[config.mk]
export PLATFORM = sky130hd
export DESIGN_NAME = apb_lsu_master_flat
export DESIGN_NICKNAME = d
export VERILOG_FILES = /design/src/rtl/apb_lsu_master_if.sv /design/src/rtl/apb_lsu_master.sv /design/src/flat_wrapper.sv
export SDC_FILE = /design/constraint.sdc
export NUM_CORES = 1
export LEC_CHECK = 0
export BUFFER_PORTS_ARGS = -buffer_cell sky130_fd_sc_hd__buf_2
export CAP_MARGIN = 10
export CORE_MARGIN = 2
export CORE_UTILIZATION = 45
export DETAILED_ROUTE_END_ITERATION = 7
export GPL_ROUTABILITY_DRIVEN = 0
export PLACE_DENSITY = 0.78
export SYNTH_ARGS = -nofsm -noshare
export SYNTH_HDL_FRONTEND = slang
export SYNTH_SLANG_ARGS = --single-unit
[constraint.sdc]
create_clock -name clk -period 2.1 [get_ports clk]
set_clock_uncertainty 0.2 [all_clocks]
set_input_delay 0.315 -clock clk [delete_from_list [all_inputs] [get_ports clk]]
set_output_delay 0.315 -clock clk [all_outputs]
set_load 0.02 [all_outputs]
[src/rtl/apb_lsu_master_if.sv]
// +-----------------------------------------------------------------------+
// | apb_lsu_master_if : request/response and APB4 signals of the LSU      |
// | Rev 1.0                                                               |
// +-----------------------------------------------------------------------+
`default_nettype none

interface apb_lsu_master_if #(
  parameter int ADDR_W = 32
);
  logic              req_valid;
  logic              req_ready;
  logic              req_we;
  logic [1:0]        req_size;
  logic              req_unsigned;
  logic [ADDR_W-1:0] req_addr;
  logic [31:0]       req_wdata;

  logic              rsp_valid;
  logic [31:0]       rsp_rdata;
  logic              rsp_err;
  logic              rsp_misaligned;

  logic [ADDR_W-1:0] paddr;
  logic              psel;
  logic              penable;
  logic              pwrite;
  logic [31:0]       pwdata;
  logic [3:0]        pstrb;
  logic [31:0]       prdata;
  logic              pready;
  logic              pslverr;

  // LSU side: accepts requests, returns responses, initiates APB transfers
  modport master (
    input  req_valid, req_we, req_size, req_unsigned, req_addr, req_wdata,
    output req_ready,
    output rsp_valid, rsp_rdata, rsp_err, rsp_misaligned,
    output paddr, psel, penable, pwrite, pwdata, pstrb,
    input  prdata, pready, pslverr
  );

  // Environment side: pipeline plus data-memory APB slave
  modport slave (
    output req_valid, req_we, req_size, req_unsigned, req_addr, req_wdata,
    input  req_ready,
    input  rsp_valid, rsp_rdata, rsp_err, rsp_misaligned,
    input  paddr, psel, penable, pwrite, pwdata, pstrb,
    output prdata, pready, pslverr
  );
endinterface

`default_nettype wire

[src/rtl/apb_lsu_master.sv]
// +-----------------------------------------------------------------------+
// | apb_lsu_master : turns one load/store request into one APB4 transfer  |
// | Rev 1.0                                                               |
// +-----------------------------------------------------------------------+
`default_nettype none

module apb_lsu_master #(
  parameter int ADDR_W  = 32,
  parameter int TIMEOUT = 16
) (
  input  logic           clk,
  input  logic           rst,
  apb_lsu_master_if.master bus
);

  typedef enum logic [1:0] {
    S_IDLE   = 2'd0,
    S_SETUP  = 2'd1,
    S_ACCESS = 2'd2,
    S_MISAL  = 2'd3
  } state_t;

  localparam int              CNT_W     = (TIMEOUT > 1) ? $clog2(TIMEOUT) : 1;
  localparam bit              C_TO_EN   = (TIMEOUT > 0);
  localparam logic [CNT_W-1:0] C_TO_LAST = CNT_W'((TIMEOUT > 0) ? TIMEOUT - 1 : 0);

  state_t            r_state;
  state_t            w_state_nxt;

  logic              r_we;
  logic [1:0]        r_size;
  logic              r_uns;
  logic [1:0]        r_lane;
  logic [CNT_W-1:0]  r_cnt;

  logic              r_req_ready;
  logic              r_psel;
  logic              r_penable;
  logic              r_pwrite;
  logic [ADDR_W-1:0] r_paddr;
  logic [31:0]       r_pwdata;
  logic [3:0]        r_pstrb;

  logic              r_rsp_valid;
  logic [31:0]       r_rsp_rdata;
  logic              r_rsp_err;
  logic              r_rsp_mis;

  logic              w_accept;
  logic              w_misal;
  logic              w_done;
  logic              w_abort;
  logic [31:0]       w_pwdata;
  logic [3:0]        w_pstrb;
  logic [7:0]        w_byte;
  logic [15:0]       w_half;
  logic [31:0]       w_load;

  assign w_accept = r_req_ready && bus.req_valid;
  assign w_done   = (r_state == S_ACCESS) && bus.pready;
  assign w_abort  = C_TO_EN && (r_state == S_ACCESS) && !bus.pready && (r_cnt == C_TO_LAST);

  always_comb begin
    w_misal = 1'b0;
    case (bus.req_size)
      2'd0:    w_misal = 1'b0;
      2'd1:    w_misal = bus.req_addr[0];
      2'd2:    w_misal = (bus.req_addr[1:0] != 2'b00);
      default: w_misal = 1'b1;
    endcase
  end

  always_comb begin
    w_state_nxt = r_state;
    case (r_state)
      S_IDLE:   if (w_accept) w_state_nxt = w_misal ? S_MISAL : S_SETUP;
      S_SETUP:  w_state_nxt = S_ACCESS;
      S_ACCESS: if (w_done || w_abort) w_state_nxt = S_IDLE;
      S_MISAL:  w_state_nxt = S_IDLE;
      default:  w_state_nxt = S_IDLE;
    endcase
  end

  // Store data is replicated across lanes so the strobe alone picks the bytes
  always_comb begin
    w_pwdata = '0;
    w_pstrb  = '0;
    if (bus.req_we) begin
      case (bus.req_size)
        2'd0: begin
          w_pwdata = {4{bus.req_wdata[7:0]}};
          w_pstrb  = 4'b0001 << bus.req_addr[1:0];
        end
        2'd1: begin
          w_pwdata = {2{bus.req_wdata[15:0]}};
          w_pstrb  = 4'b0011 << bus.req_addr[1:0];
        end
        default: begin
          w_pwdata = bus.req_wdata;
          w_pstrb  = 4'b1111;
        end
      endcase
    end
  end

  always_comb begin
    w_byte = bus.prdata[7:0];
    case (r_lane)
      2'd0:    w_byte = bus.prdata[7:0];
      2'd1:    w_byte = bus.prdata[15:8];
      2'd2:    w_byte = bus.prdata[23:16];
      default: w_byte = bus.prdata[31:24];
    endcase
    w_half = r_lane[1] ? bus.prdata[31:16] : bus.prdata[15:0];
    case (r_size)
      2'd0:    w_load = {{24{~r_uns & w_byte[7]}}, w_byte};
      2'd1:    w_load = {{16{~r_uns & w_half[15]}}, w_half};
      default: w_load = bus.prdata;
    endcase
    if (r_we) w_load = '0;
  end

  always_ff @(posedge clk) begin
    if (rst) r_state <= S_IDLE;
    else     r_state <= w_state_nxt;
  end

  always_ff @(posedge clk) begin
    if (rst) begin
      r_we        <= 1'b0;
      r_size      <= '0;
      r_uns       <= 1'b0;
      r_lane      <= '0;
      r_cnt       <= '0;
      r_req_ready <= 1'b0;
      r_psel      <= 1'b0;
      r_penable   <= 1'b0;
      r_pwrite    <= 1'b0;
      r_paddr     <= '0;
      r_pwdata    <= '0;
      r_pstrb     <= '0;
      r_rsp_valid <= 1'b0;
      r_rsp_rdata <= '0;
      r_rsp_err   <= 1'b0;
      r_rsp_mis   <= 1'b0;
    end else begin
      r_req_ready <= (w_state_nxt == S_IDLE);
      r_rsp_valid <= 1'b0;

      if (w_accept) begin
        r_we   <= bus.req_we;
        r_size <= bus.req_size;
        r_uns  <= bus.req_unsigned;
        r_lane <= bus.req_addr[1:0];
        if (w_misal) begin
          r_rsp_valid <= 1'b1;
          r_rsp_err   <= 1'b1;
          r_rsp_mis   <= 1'b1;
          r_rsp_rdata <= '0;
        end else begin
          r_psel   <= 1'b1;
          r_paddr  <= {bus.req_addr[ADDR_W-1:2], 2'b00};
          r_pwrite <= bus.req_we;
          r_pwdata <= w_pwdata;
          r_pstrb  <= w_pstrb;
        end
      end

      if (r_state == S_SETUP) r_penable <= 1'b1;

      if (r_state == S_ACCESS) begin
        if (w_done) begin
          r_psel      <= 1'b0;
          r_penable   <= 1'b0;
          r_cnt       <= '0;
          r_rsp_valid <= 1'b1;
          r_rsp_err   <= bus.pslverr;
          r_rsp_mis   <= 1'b0;
          r_rsp_rdata <= bus.pslverr ? 32'd0 : w_load;
        end else if (w_abort) begin
          r_psel      <= 1'b0;
          r_penable   <= 1'b0;
          r_cnt       <= '0;
          r_rsp_valid <= 1'b1;
          r_rsp_err   <= 1'b1;
          r_rsp_mis   <= 1'b0;
          r_rsp_rdata <= '0;
        end else if (C_TO_EN) begin
          r_cnt <= r_cnt + 1'b1;
        end
      end
    end
  end

  assign bus.req_ready      = r_req_ready;
  assign bus.psel           = r_psel;
  assign bus.penable        = r_penable;
  assign bus.pwrite         = r_pwrite;
  assign bus.paddr          = r_paddr;
  assign bus.pwdata         = r_pwdata;
  assign bus.pstrb          = r_pstrb;
  assign bus.rsp_valid      = r_rsp_valid;
  assign bus.rsp_rdata      = r_rsp_rdata;
  assign bus.rsp_err        = r_rsp_err;
  assign bus.rsp_misaligned = r_rsp_mis;

endmodule

`default_nettype wire

[src/flat_wrapper.sv]
// flat-port wrapper written by rule: the top's interface ports become plain ports
module apb_lsu_master_flat 
#(
  parameter int ADDR_W  = 32,
  parameter int TIMEOUT = 16
)
  (clk, rst, bus_req_valid, bus_req_we, bus_req_size, bus_req_unsigned, bus_req_addr, bus_req_wdata, bus_req_ready, bus_rsp_valid, bus_rsp_rdata, bus_rsp_err, bus_rsp_misaligned, bus_paddr, bus_psel, bus_penable, bus_pwrite, bus_pwdata, bus_pstrb, bus_prdata, bus_pready, bus_pslverr);
  apb_lsu_master_if #(.ADDR_W(ADDR_W)) bus_i ();
  input  logic clk;
  input  logic rst;
  input wire logic [$bits(bus_i.req_valid)-1:0] bus_req_valid;
  input wire logic [$bits(bus_i.req_we)-1:0] bus_req_we;
  input wire logic [$bits(bus_i.req_size)-1:0] bus_req_size;
  input wire logic [$bits(bus_i.req_unsigned)-1:0] bus_req_unsigned;
  input wire logic [$bits(bus_i.req_addr)-1:0] bus_req_addr;
  input wire logic [$bits(bus_i.req_wdata)-1:0] bus_req_wdata;
  output wire logic [$bits(bus_i.req_ready)-1:0] bus_req_ready;
  output wire logic [$bits(bus_i.rsp_valid)-1:0] bus_rsp_valid;
  output wire logic [$bits(bus_i.rsp_rdata)-1:0] bus_rsp_rdata;
  output wire logic [$bits(bus_i.rsp_err)-1:0] bus_rsp_err;
  output wire logic [$bits(bus_i.rsp_misaligned)-1:0] bus_rsp_misaligned;
  output wire logic [$bits(bus_i.paddr)-1:0] bus_paddr;
  output wire logic [$bits(bus_i.psel)-1:0] bus_psel;
  output wire logic [$bits(bus_i.penable)-1:0] bus_penable;
  output wire logic [$bits(bus_i.pwrite)-1:0] bus_pwrite;
  output wire logic [$bits(bus_i.pwdata)-1:0] bus_pwdata;
  output wire logic [$bits(bus_i.pstrb)-1:0] bus_pstrb;
  input wire logic [$bits(bus_i.prdata)-1:0] bus_prdata;
  input wire logic [$bits(bus_i.pready)-1:0] bus_pready;
  input wire logic [$bits(bus_i.pslverr)-1:0] bus_pslverr;
  assign bus_i.req_valid = bus_req_valid;
  assign bus_i.req_we = bus_req_we;
  assign bus_i.req_size = bus_req_size;
  assign bus_i.req_unsigned = bus_req_unsigned;
  assign bus_i.req_addr = bus_req_addr;
  assign bus_i.req_wdata = bus_req_wdata;
  assign bus_req_ready = bus_i.req_ready;
  assign bus_rsp_valid = bus_i.rsp_valid;
  assign bus_rsp_rdata = bus_i.rsp_rdata;
  assign bus_rsp_err = bus_i.rsp_err;
  assign bus_rsp_misaligned = bus_i.rsp_misaligned;
  assign bus_paddr = bus_i.paddr;
  assign bus_psel = bus_i.psel;
  assign bus_penable = bus_i.penable;
  assign bus_pwrite = bus_i.pwrite;
  assign bus_pwdata = bus_i.pwdata;
  assign bus_pstrb = bus_i.pstrb;
  assign bus_i.prdata = bus_prdata;
  assign bus_i.pready = bus_pready;
  assign bus_i.pslverr = bus_pslverr;
  apb_lsu_master #(.ADDR_W(ADDR_W), .TIMEOUT(TIMEOUT)) u_core (.clk(clk), .rst(rst), .bus(bus_i));
endmodule
==> results of run 1 <==
-- placed cells by master, fill, tap and decap left out, types with 9 or more instances in the layout --
master / n
nand2_1: 88
o2bb2ai_1: 9
clkbuf_16: 16
o21ai_0: 15
a21oi_1: 47
buf_4: 19
mux2i_1: 9
nor2_1: 57
dlygate4sd3_1: 89
a22oi_1: 32
inv_1: 14
dfxtp_1: 117
mux4_2: 9
a221o_1: 24
o22ai_1: 16
mux2_2: 16
buf_2: 209
-- stage by stage --
stage | setup TNS (ns) | hold WS [ns] | setup WS [ns]
global placement | 0 | 0.240 | 0.0734
detailed placement | -0.192 | 0.242 | -0.0457
CTS | 0 | 0.00778 | 0.0220
finish | 0 | 0.0341 | 0.164
floorplan | 0 | 0.248 | 0.273
global route | 0 | 0.0378 | 0.0833
-- cell families (layout without fill, tap and decap cells) --
logic type      Yosys count  count (layout)
flops                   117             117
simple gates            166             166
compound gates          165             165
buf+inv                  61             367
xor+xnor                  1               1
other cells               1               2
fa+ha+maj                 1               1
mux                      34              34
-- Yosys cell counts, drive strengths merged, types with 2 or more instances --
library cell  count
a22o              7
nor2b             3
inv              14
mux4              9
a21oi            48
dfxtp           117
o22ai            16
a2bb2oi           7
nor4b             2
a221o            24
clkbuf           21
o21ai            16
mux2             16
o2bb2ai           9
a221oi            2
mux2i             9
buf              26
nor2             60
a22oi            32
nand2            88
-- where the power goes --
| part | internal [W] | switching [W] |
|---|---|---|
| combinational | 0.000413 | 0.000470 |
| clock | 0.00220 | 0.000994 |
| sequential | 0.00229 | 0.0000430 |
-- sequential cells by signal (all words and copies together), names as in the netlist, 2 cells and up --
signal / flops
u_core.r_size: 2
u_core.bus.rsp_rdata: 32
u_core.bus.pstrb: 4
u_core.r_state: 2
u_core.bus.pwdata: 32
u_core.r_cnt: 4
u_core.r_lane: 2
u_core.bus.paddr: 30
-- worst max-delay path, stage by stage --
cell	delay [ns]
dlygate4sd3_1	0.55
buf_2	0.17
o21ai_0	0.16
buf_4	0.15
and4_1	0.32
buf_12	0.23
a22oi_1	0.11
nor2_1	0.14
-- area by class of cell --
cell class	instances	area share, %
Timing Repair Buffer	321	27.8
Clock inverter	8	2.16
Clock buffer	24	6.32
Multi-Input combinational cell	369	30.6
Tap cell	140	2.26
Sequential cell	117	30.2
Inverter	14	0.677
-- timing repair --
| action | 4_1_cts | 5_1_grt |
|---|---|---|
| hold buffers | 89 | 0 |
| setup endpoints to repair | 16 | 17 |
| setup buffers | 0 | 1 |
| hold endpoints to repair | 92 | 0 |
| resized for setup | 1 | 1 |
| pin swaps | 0 | 1 |
-- metal layers --
| metal | global-route usage (%) | up-vias | wire length (um) |
|---|---|---|---|
| met5 | 0 | - | 0 |
| met4 | 18.7 | 0 | 912 |
| met3 | 9.19 | 80 | 1530 |
| met2 | 51.2 | 347 | 8980 |
| met1 | 31.7 | 2569 | 6680 |
| li1 | - | 2559 | - |
-- final timing paths --
path | end | depth (start not counted) | from | slack [ns]
min | u_core.bus.rsp_rdata[14]$_SDFF_PP0_ | 3 | bus_prdata[14] | 0.03
max reg2reg | u_core.bus.rsp_rdata[28]$_SDFF_PP0_ | 6 | u_core.r_cnt[0]$_SDFFE_PP0N_ | 0.18
min reg2reg | u_core.bus.pstrb[2]$_SDFFE_PP0P_ | 2 | u_core.bus.pstrb[2]$_SDFFE_PP0P_ | 0.25
max | u_core.bus.pwdata[17]$_SDFFE_PP0P_ | 8 | bus_req_addr[0] | 0.16
==> flow_summary.json, run 1 <==
{
  "synth-seq-cells": 117,
  "regArea_um2": 2340,
  "hold_viol": 0,
  "path_clk_slew_ns": 0.06,
  "finalWirelength_um": 18100,
  "synth.top_cell.area_share_pct": 46.9,
  "cp_max_fo": 33,
  "synthMuxAreaShare_pct": 9.47,
  "powerDensity_nw_per_um2": 826,
  "place_inst": 871,
  "multi_input_area_um2": 2380,
  "async_reset_ff_share_pct": 0,
  "insertion_delay_ns": 0.51,
  "clock-sinks": 117,
  "worstSetupPathType": "in -> reg",
  "antenna_left": 0,
  "worst_pin_slew_ns": 0.847,
  "outcome": "completed",
  "hold_class": "in -> reg",
  "post_drt_via_cell_ratio": 5.59,
  "grt_pass1_vias": 5531,
  "rsz0062_at_grt": "no",
  "die_height_um": 109,
  "synth_warnings": 0,
  "ys.flop_type": "dfxtp_1",
  "total_power_w": 0.00641,
  "cts-buffers-inserted": 17,
  "fin_cells": 993,
  "vias": 5555,
  "synth_edf_count": 0,
  "fin_area_um2": 7760,
  "die_x_um": 109,
  "period_minus_slack_ns": 1.94,
  "cts_tree": "built",
  "clock.fmax_mhz": 516,
  "design.die.area_um2": 12000,
  "slew_headroom_pct": 43.5,
  "antenna_cells": 0,
  "syn_area_per_cell_um2": 9.15,
  "peakVddDrop_mv": 0.605,
  "synth-adder-area-share_pct": 0.250,
  "floorplan.initialDensity_pct": 46.1,
  "synth-compound-area-share_pct": 23.2,
  "synth_cell_types": 48,
  "final_util_pct": 71.6,
  "arrival_ns": 2.17,
  "grt_pass1_wl_um": 27400,
  "synth-xor-area-share_pct": 0.175,
  "hpwlAfterDp_um": 11000,
  "root_buffer": "clkbuf_8",
  "start_kind": "input pin",
  "ys_seq_area_share_pct": 46.9,
  "final_nets": 946,
  "final_max_slew_viol_count": 0,
  "ios": 212,
  "grt_max_degree": 82,
  "syn_to_final_growth_pct": 55.4,
  "synth_top_family_by_area": "compound AO/OA/AOI/OAI gates",
  "p_leak_nw": 3.50,
  "required_ns": 2.34,
  "drive_gt1_share_pct": 35.1,
  "drc": 0,
  "grt_overflow": 0,
  "crit_path_end_kind": "flop",
  "grtUsageTotal_pct": 29.8,
  "syn_inst": 546,
  "port_buffers": 209,
  "synth_top_area_cell": "dfxtp_1",
  "synth_simple_gate_area_share_pct": 14.1,
  "fillers": 744,
  "rows": 38,
  "wire_per_inst_um": 18.2,
  "setup_viol": 0,
  "place_area_um2": 6190,
  "synth.top_cells.by_area": "dfxtp_1 (47%), nand2_1 (6.6%), a221o_1 (4.8%)",
  "coreArea_um2": 10800,
  "drt_iter0_markers": 578,
  "antenna_found_initial": 0,
  "drv_cap": 0,
  "cts_buffer_depth": 2,
  "syn-cell-area_um2": 5000,
  "min_period_over_period_pct": 92.2,
  "htreeDepth": 4,
  "first_pass_iters": 5
}
No activity file was read; power rests on OpenSTA's default activity.
==> inputs of run 2 (changes only) <==
Settings changed: CORE_ASPECT_RATIO from default to 0.9.
==> run 2 against run 1 <==
Net effect:
- wire length decreased by 12%
- cell count decreased by 5.0%
- global-route usage decreased by 3.7 points
- cell area decreased by 6.1%
- die area about the same
- worst setup slack got worse by 0.072 ns
- combinational power decreased by 9.6%
- count of clock-buffer cells in the layout decreased by 4
- sequential cell count unchanged
- hold slack got worse by 0.014 ns
- critical endpoint is now u_core.bus.rsp_rdata[19]$_SDFF_PP0_
- highest routed layer unchanged
==> flow_summary.json, run 2 (synthesis gave the netlist of run 1 again) <==
{
  "rsz0062_at_grt": "no",
  "fillers": 813,
  "grt_pass1_vias": 5082,
  "floorplan.initialDensity_pct": 46.2,
  "cts_buffer_depth": 2,
  "cts-buffers-inserted": 17,
  "max_stage_delay_ns": 0.55,
  "dp_slack_ns": 0.0770,
  "final_max_slew_viol_count": 0,
  "finalWirelength_um": 16000,
  "critPathSlowestCell": "dlygate4sd3_1",
  "outcome": "completed",
  "die_height_um": 104,
  "postCtsSetupBuffers": 0,
  "tns_ns": 0,
  "worstSetupPathType": "in -> reg",
  "first_pass_iters": 5,
  "antenna_left": 0,
  "post_drt_via_cell_ratio": 5.51,
  "cts_tree": "built",
  "peakVddDrop_mv": 0.587,
  "wire_per_inst_um": 16.9,
  "hpwlAfterDp_um": 10700,
  "antenna_found_initial": 0,
  "die_x_um": 115,
  "required_ns": 2.18,
  "min_path_cells": 2,
  "arrival_ns": 2.09,
  "drt_iter0_markers": 485,
  "total_power_w": 0.00618,
  "path_clk_slew_ns": 0.06,
  "root_buffer": "clkbuf_16",
  "powerDensity_nw_per_um2": 848,
  "p_leak_nw": 3.30,
  "final_nets": 903,
  "layout_commonest_cell": "buf_2",
  "worst_r2r_path_depth": 6,
  "holdCritStartpoint": "bus_prdata[21]",
  "crit_chain": "dlygate4sd3_1 > buf_2 > o21ai_1 > a21oi_2 > nor2_2 > buf_12 > a221o_1",
  "hold_viol": 0,
  "vias": 5195,
  "grt_pass1_wl_um": 25100,
  "ios": 212,
  "cp_max_fo": 32,
  "clock.fmax_mhz": 498,
  "slew_headroom_pct": 43.4,
  "drc": 0,
  "insertion_delay_ns": 0.40,
  "hold_class": "in -> reg",
  "grt_max_degree": 82,
  "drv_cap": 0,
  "grt_overflow": 0,
  "rr_endpoint": "u_core.bus.rsp_rdata[19]$_SDFF_PP0_",
  "setup_viol": 0,
  "start_kind": "input pin",
  "rr_startpoint": "u_core.r_cnt[0]$_SDFFE_PP0N_",
  "min_period_over_period_pct": 95.6,
  "ff2ff_setup_slack_ns": 0.16,
  "min_to": "u_core.bus.rsp_rdata[21]$_SDFF_PP0_",
  "antenna_cells": 0,
  "htreeDepth": 4,
  "period_minus_slack_ns": 2.01,
  "rows": 36,
  "clock-sinks": 117,
  "grtUsageTotal_pct": 26.1,
  "port_buffers": 209,
  "coreArea_um2": 10800,
  "crit_path_end_kind": "flop",
  "drive_gt1_share_pct": 36.5,
  "final_cell_mix": "buf_2 (209), dfxtp_1 (117), nand2_1 (88)",
  "worst_pin_slew_ns": 0.849,
  "syn_to_final_growth_pct": 45.9,
  "design.die.area_um2": 12000,
  "layout_setup_ws_ns": 0.0917
}
-- run 2: metrics by stage --
step	instances	hold slack, ns	cell area, um2	util [%]
6_report	943	0.0201	7290	67.4
5_1_grt	943	0.0111	7290	67.4
4_1_cts	941	0.000729	7270	67.2
3_5_place_dp	863	0.245	6180	57.2
3_3_place_gp	863	0.238	6180	57.2
2_1_floorplan	547	0.248	5000	-
-- run 2: power breakdown --
part	internal (W)	switching, W
clock	0.00202	0.00104
sequential	0.00229	0.0000417
combinational	0.000363	0.000435
total	0.00467	0.00151
-- run 2: critical path, delay by kind of cell --
| family | cells | cell delay, ns |
|---|---|---|
| buffers and inverters | 3 | 0.89 |
| and+or+nand+nor | 1 | 0.09 |
| AOI/OAI and AO/OA | 3 | 0.79 |
-- run 2: metal layers --
metal / track usage [%] / vias to the layer above / part of all wire, %
met1: 31.1 / 2424 / 40
met4: 9.04 / 0 / 2.3
met5: 0 / - / 0
met3: 8.10 / 35 / 8.1
met2: 44.1 / 273 / 49
li1: - / 2463 / -
-- run 2: worst max path at each step --
stage                                                from  slack (ns)                             endpoint  depth (start not counted)
after floorplan           u_core.bus.req_ready$_SDFF_PP0_        0.27       u_core.bus.pwrite$_SDFFE_PP0P_                          7
after global placement                                rst        0.14  u_core.bus.rsp_rdata[28]$_SDFF_PP0_                          5
after detailed placement                              rst        0.08  u_core.bus.rsp_rdata[22]$_SDFF_PP0_                          5
after CTS                                 bus_req_addr[1]        0.01   u_core.bus.pwdata[13]$_SDFFE_PP0P_                          7
after global routing                      bus_req_addr[1]      0.0004   u_core.bus.pwdata[31]$_SDFFE_PP0P_                          7
final                                     bus_req_addr[1]        0.09  u_core.bus.rsp_rdata[19]$_SDFF_PP0_                          7
-- run 2: area by class of cell --
type	count	area, um2	share of cell area, %
Clock buffer	20	447	6.13
Clock inverter	12	176	2.42
Inverter	14	52.6	0.721
Multi-Input combinational cell	369	2370	32.5
Sequential cell	117	2340	32.1
Tap cell	133	166	2.28
Timing Repair Buffer	278	1730	23.8
-- run 2: timing repair --
action,in CTS,in global routing
hold endpoints to repair,46,2
hold buffers,46,2
resized for setup,0,2
endpoints found under the setup margin,0,80
==> inputs of run 3 (changes only) <==
--- a/constraint.sdc
+++ b/constraint.sdc
@@ -4,2 +4,2 @@
 set_output_delay 0.315 -clock clk [all_outputs]
-set_load 0.02 [all_outputs]
+set_load 0.1 [all_outputs]
==> run 3 against run 2 <==
Net effect:
- count of clock-buffer cells in the layout increased by 1
- via count increased by 1.2%
- clock power decreased by 5%
- critical path depth unchanged
- die area unchanged
- fmax increased by 0.38%
- non-clock buffer count decreased by 1
- sequential share of layout area increased by 0.15 points
- critical path type unchanged
- highest routed layer unchanged
==> flow_summary.json, run 3 (synthesis gave the netlist of run 1 again) <==
{
  "max_stage_delay_ns": 0.52,
  "die_x_um": 115,
  "post_drt_via_cell_ratio": 5.58,
  "finalWirelength_um": 16200,
  "layout_setup_ws_ns": 0.0994,
  "grt_overflow": 0,
  "drt_iter0_markers": 404,
  "setup_viol": 0,
  "antenna_found_initial": 0,
  "cp_max_fo": 32,
  "min_path_cells": 2,
  "rr_startpoint": "u_core.r_lane[1]$_SDFFE_PP0P_",
  "start_kind": "input pin",
  "path_clk_slew_ns": 0.05,
  "coreArea_um2": 10800,
  "rsz0062_at_grt": "no",
  "antenna_cells": 0,
  "tns_ns": 0,
  "powerDensity_nw_per_um2": 877,
  "layout_commonest_cell": "buf_2",
  "drive_gt1_share_pct": 37.0,
  "min_to": "u_core.bus.rsp_rdata[20]$_SDFF_PP0_",
  "grt_max_degree": 82,
  "place_area_um2": 6190,
  "cts-buffers-inserted": 17,
  "grtUsageTotal_pct": 26.8,
  "port_buffers": 209,
  "slew_headroom_pct": 44.5,
  "antenna_left": 0,
  "final_max_slew_viol_count": 0,
  "rows": 36,
  "ff2ff_setup_slack_ns": 0.19,
  "hold_class": "in -> reg",
  "worstSetupPathType": "in -> reg",
  "grt_pass1_vias": 5245,
  "cp_top_family": "buffers and inverters",
  "fin_area_um2": 7260,
  "dp_slack_ns": 0.0470,
  "clock.fmax_mhz": 500,
  "worst-path-buf-inv": 3,
  "holdCritStartpoint": "bus_prdata[20]",
  "die_height_um": 104,
  "grt_pass1_wl_um": 25600,
  "worst_r2r_path_depth": 6,
  "rr_endpoint": "u_core.bus.rsp_rdata[12]$_SDFF_PP0_",
  "hold_viol": 0,
  "htreeDepth": 4,
  "clock-sinks": 117,
  "cts_buffer_depth": 2,
  "place_inst": 863,
  "final_nets": 902,
  "outcome": "completed",
  "root_buffer": "clkbuf_16",
  "crit_path_end_kind": "flop",
  "critPathSlowestCell": "dlygate4sd3_1",
  "ios": 212,
  "worst_pin_slew_ns": 0.833,
  "floorplan.initialDensity_pct": 46.2,
  "vias": 5255,
  "first_pass_iters": 6,
  "wire_per_inst_um": 17.2,
  "drc": 0,
  "required_ns": 2.19,
  "fin_cells": 941,
  "p_leak_nw": 3.29,
  "hpwlAfterDp_um": 10800,
  "final_cell_mix": "buf_2 (209), dfxtp_1 (116), nand2_1 (88)",
  "period_minus_slack_ns": 2.00,
  "peakVddDrop_mv": 0.482,
  "design.die.area_um2": 12000,
  "drv_cap": 0,
  "arrival_ns": 2.09,
  "cts_tree": "built",
  "crit_chain": "dlygate4sd3_1 > buf_2 > o21ai_0 > a21oi_2 > nor2_2 > buf_12 > a221o_1",
  "min_period_over_period_pct": 95.3,
  "syn_to_final_growth_pct": 45.3,
  "insertion_delay_ns": 0.40
}
run 3: cell count changes in the layout (fill, tap and decap cells not counted), sizes merged:
cell and change:
bufinv -1, clkbuf +1, buf +2, dlygate4sd3 -3, inv -2, clkinv +1
run 3: final cells by class:
type / instances / area [um2]
Inverter: 14 / 52.6
Clock inverter: 10 / 130
Tap cell: 133 / 166
Fill cell: 816 / 3550
Clock buffer: 21 / 460
Multi-Input combinational cell: 369 / 2380
Sequential cell: 117 / 2340
Timing Repair Buffer: 277 / 1730
run 3: worst max-delay path by stage:
stage / startpoint / to / slack (ns) / depth (start not counted)
final: bus_req_size[1] / u_core.bus.rsp_rdata[27]$_SDFF_PP0_ / 0.1 / 7
after global placement: rst / u_core.bus.rsp_rdata[28]$_SDFF_PP0_ / 0.13 / 5
after CTS: u_core.r_state[1]$_SDFF_PP0_ / u_core.bus.rsp_rdata[27]$_SDFF_PP0_ / 0.03 / 4
after global routing: bus_req_size[1] / u_core.bus.rsp_rdata[24]$_SDFF_PP0_ / 0.006 / 7
after detailed placement: u_core.r_state[1]$_SDFF_PP0_ / u_core.bus.rsp_rdata[20]$_SDFF_PP0_ / 0.05 / 4
after floorplan: u_core.bus.req_ready$_SDFF_PP0_ / u_core.bus.pwrite$_SDFFE_PP0P_ / 0.01 / 7
run 3: power breakdown:
part / switching (W) / internal (W) / total, W
Sequential: 0.0000449 / 0.00229 / 0.00233
Combinational: 0.000775 / 0.000361 / 0.00114
Clock: 0.000988 / 0.00191 / 0.00290
Total: 0.00181 / 0.00456 / 0.00637
run 3: what timing repair did:
action / CTS / global route
buffers inserted: 0 / 2
setup endpoints to repair: 0 / 17
resized for setup: 0 / 2
hold endpoints to repair: 45 / 0
hold buffers: 45 / 0
run 3: through the flow:
stage	hold WS, ns	util (%)	total power [W]
2_1_floorplan	0.248	-	0.00313
3_3_place_gp	0.238	57.2	0.00340
3_5_place_dp	0.248	57.2	0.00342
4_1_cts	0.00145	66.9	0.00637
5_1_grt	0.00985	67.2	0.00659
6_report	0.0241	67.2	0.00637
run 3: layer usage:
layer,up-vias,wire (um),part of all wire [%],global-route usage (%)
met1,2430,6370,39,32.3
met4,0,738,4.6,15.5
li1,2465,-,-,-
met2,297,7710,48,42.4
met3,63,1400,8.6,7.52
met5,-,0,0,0
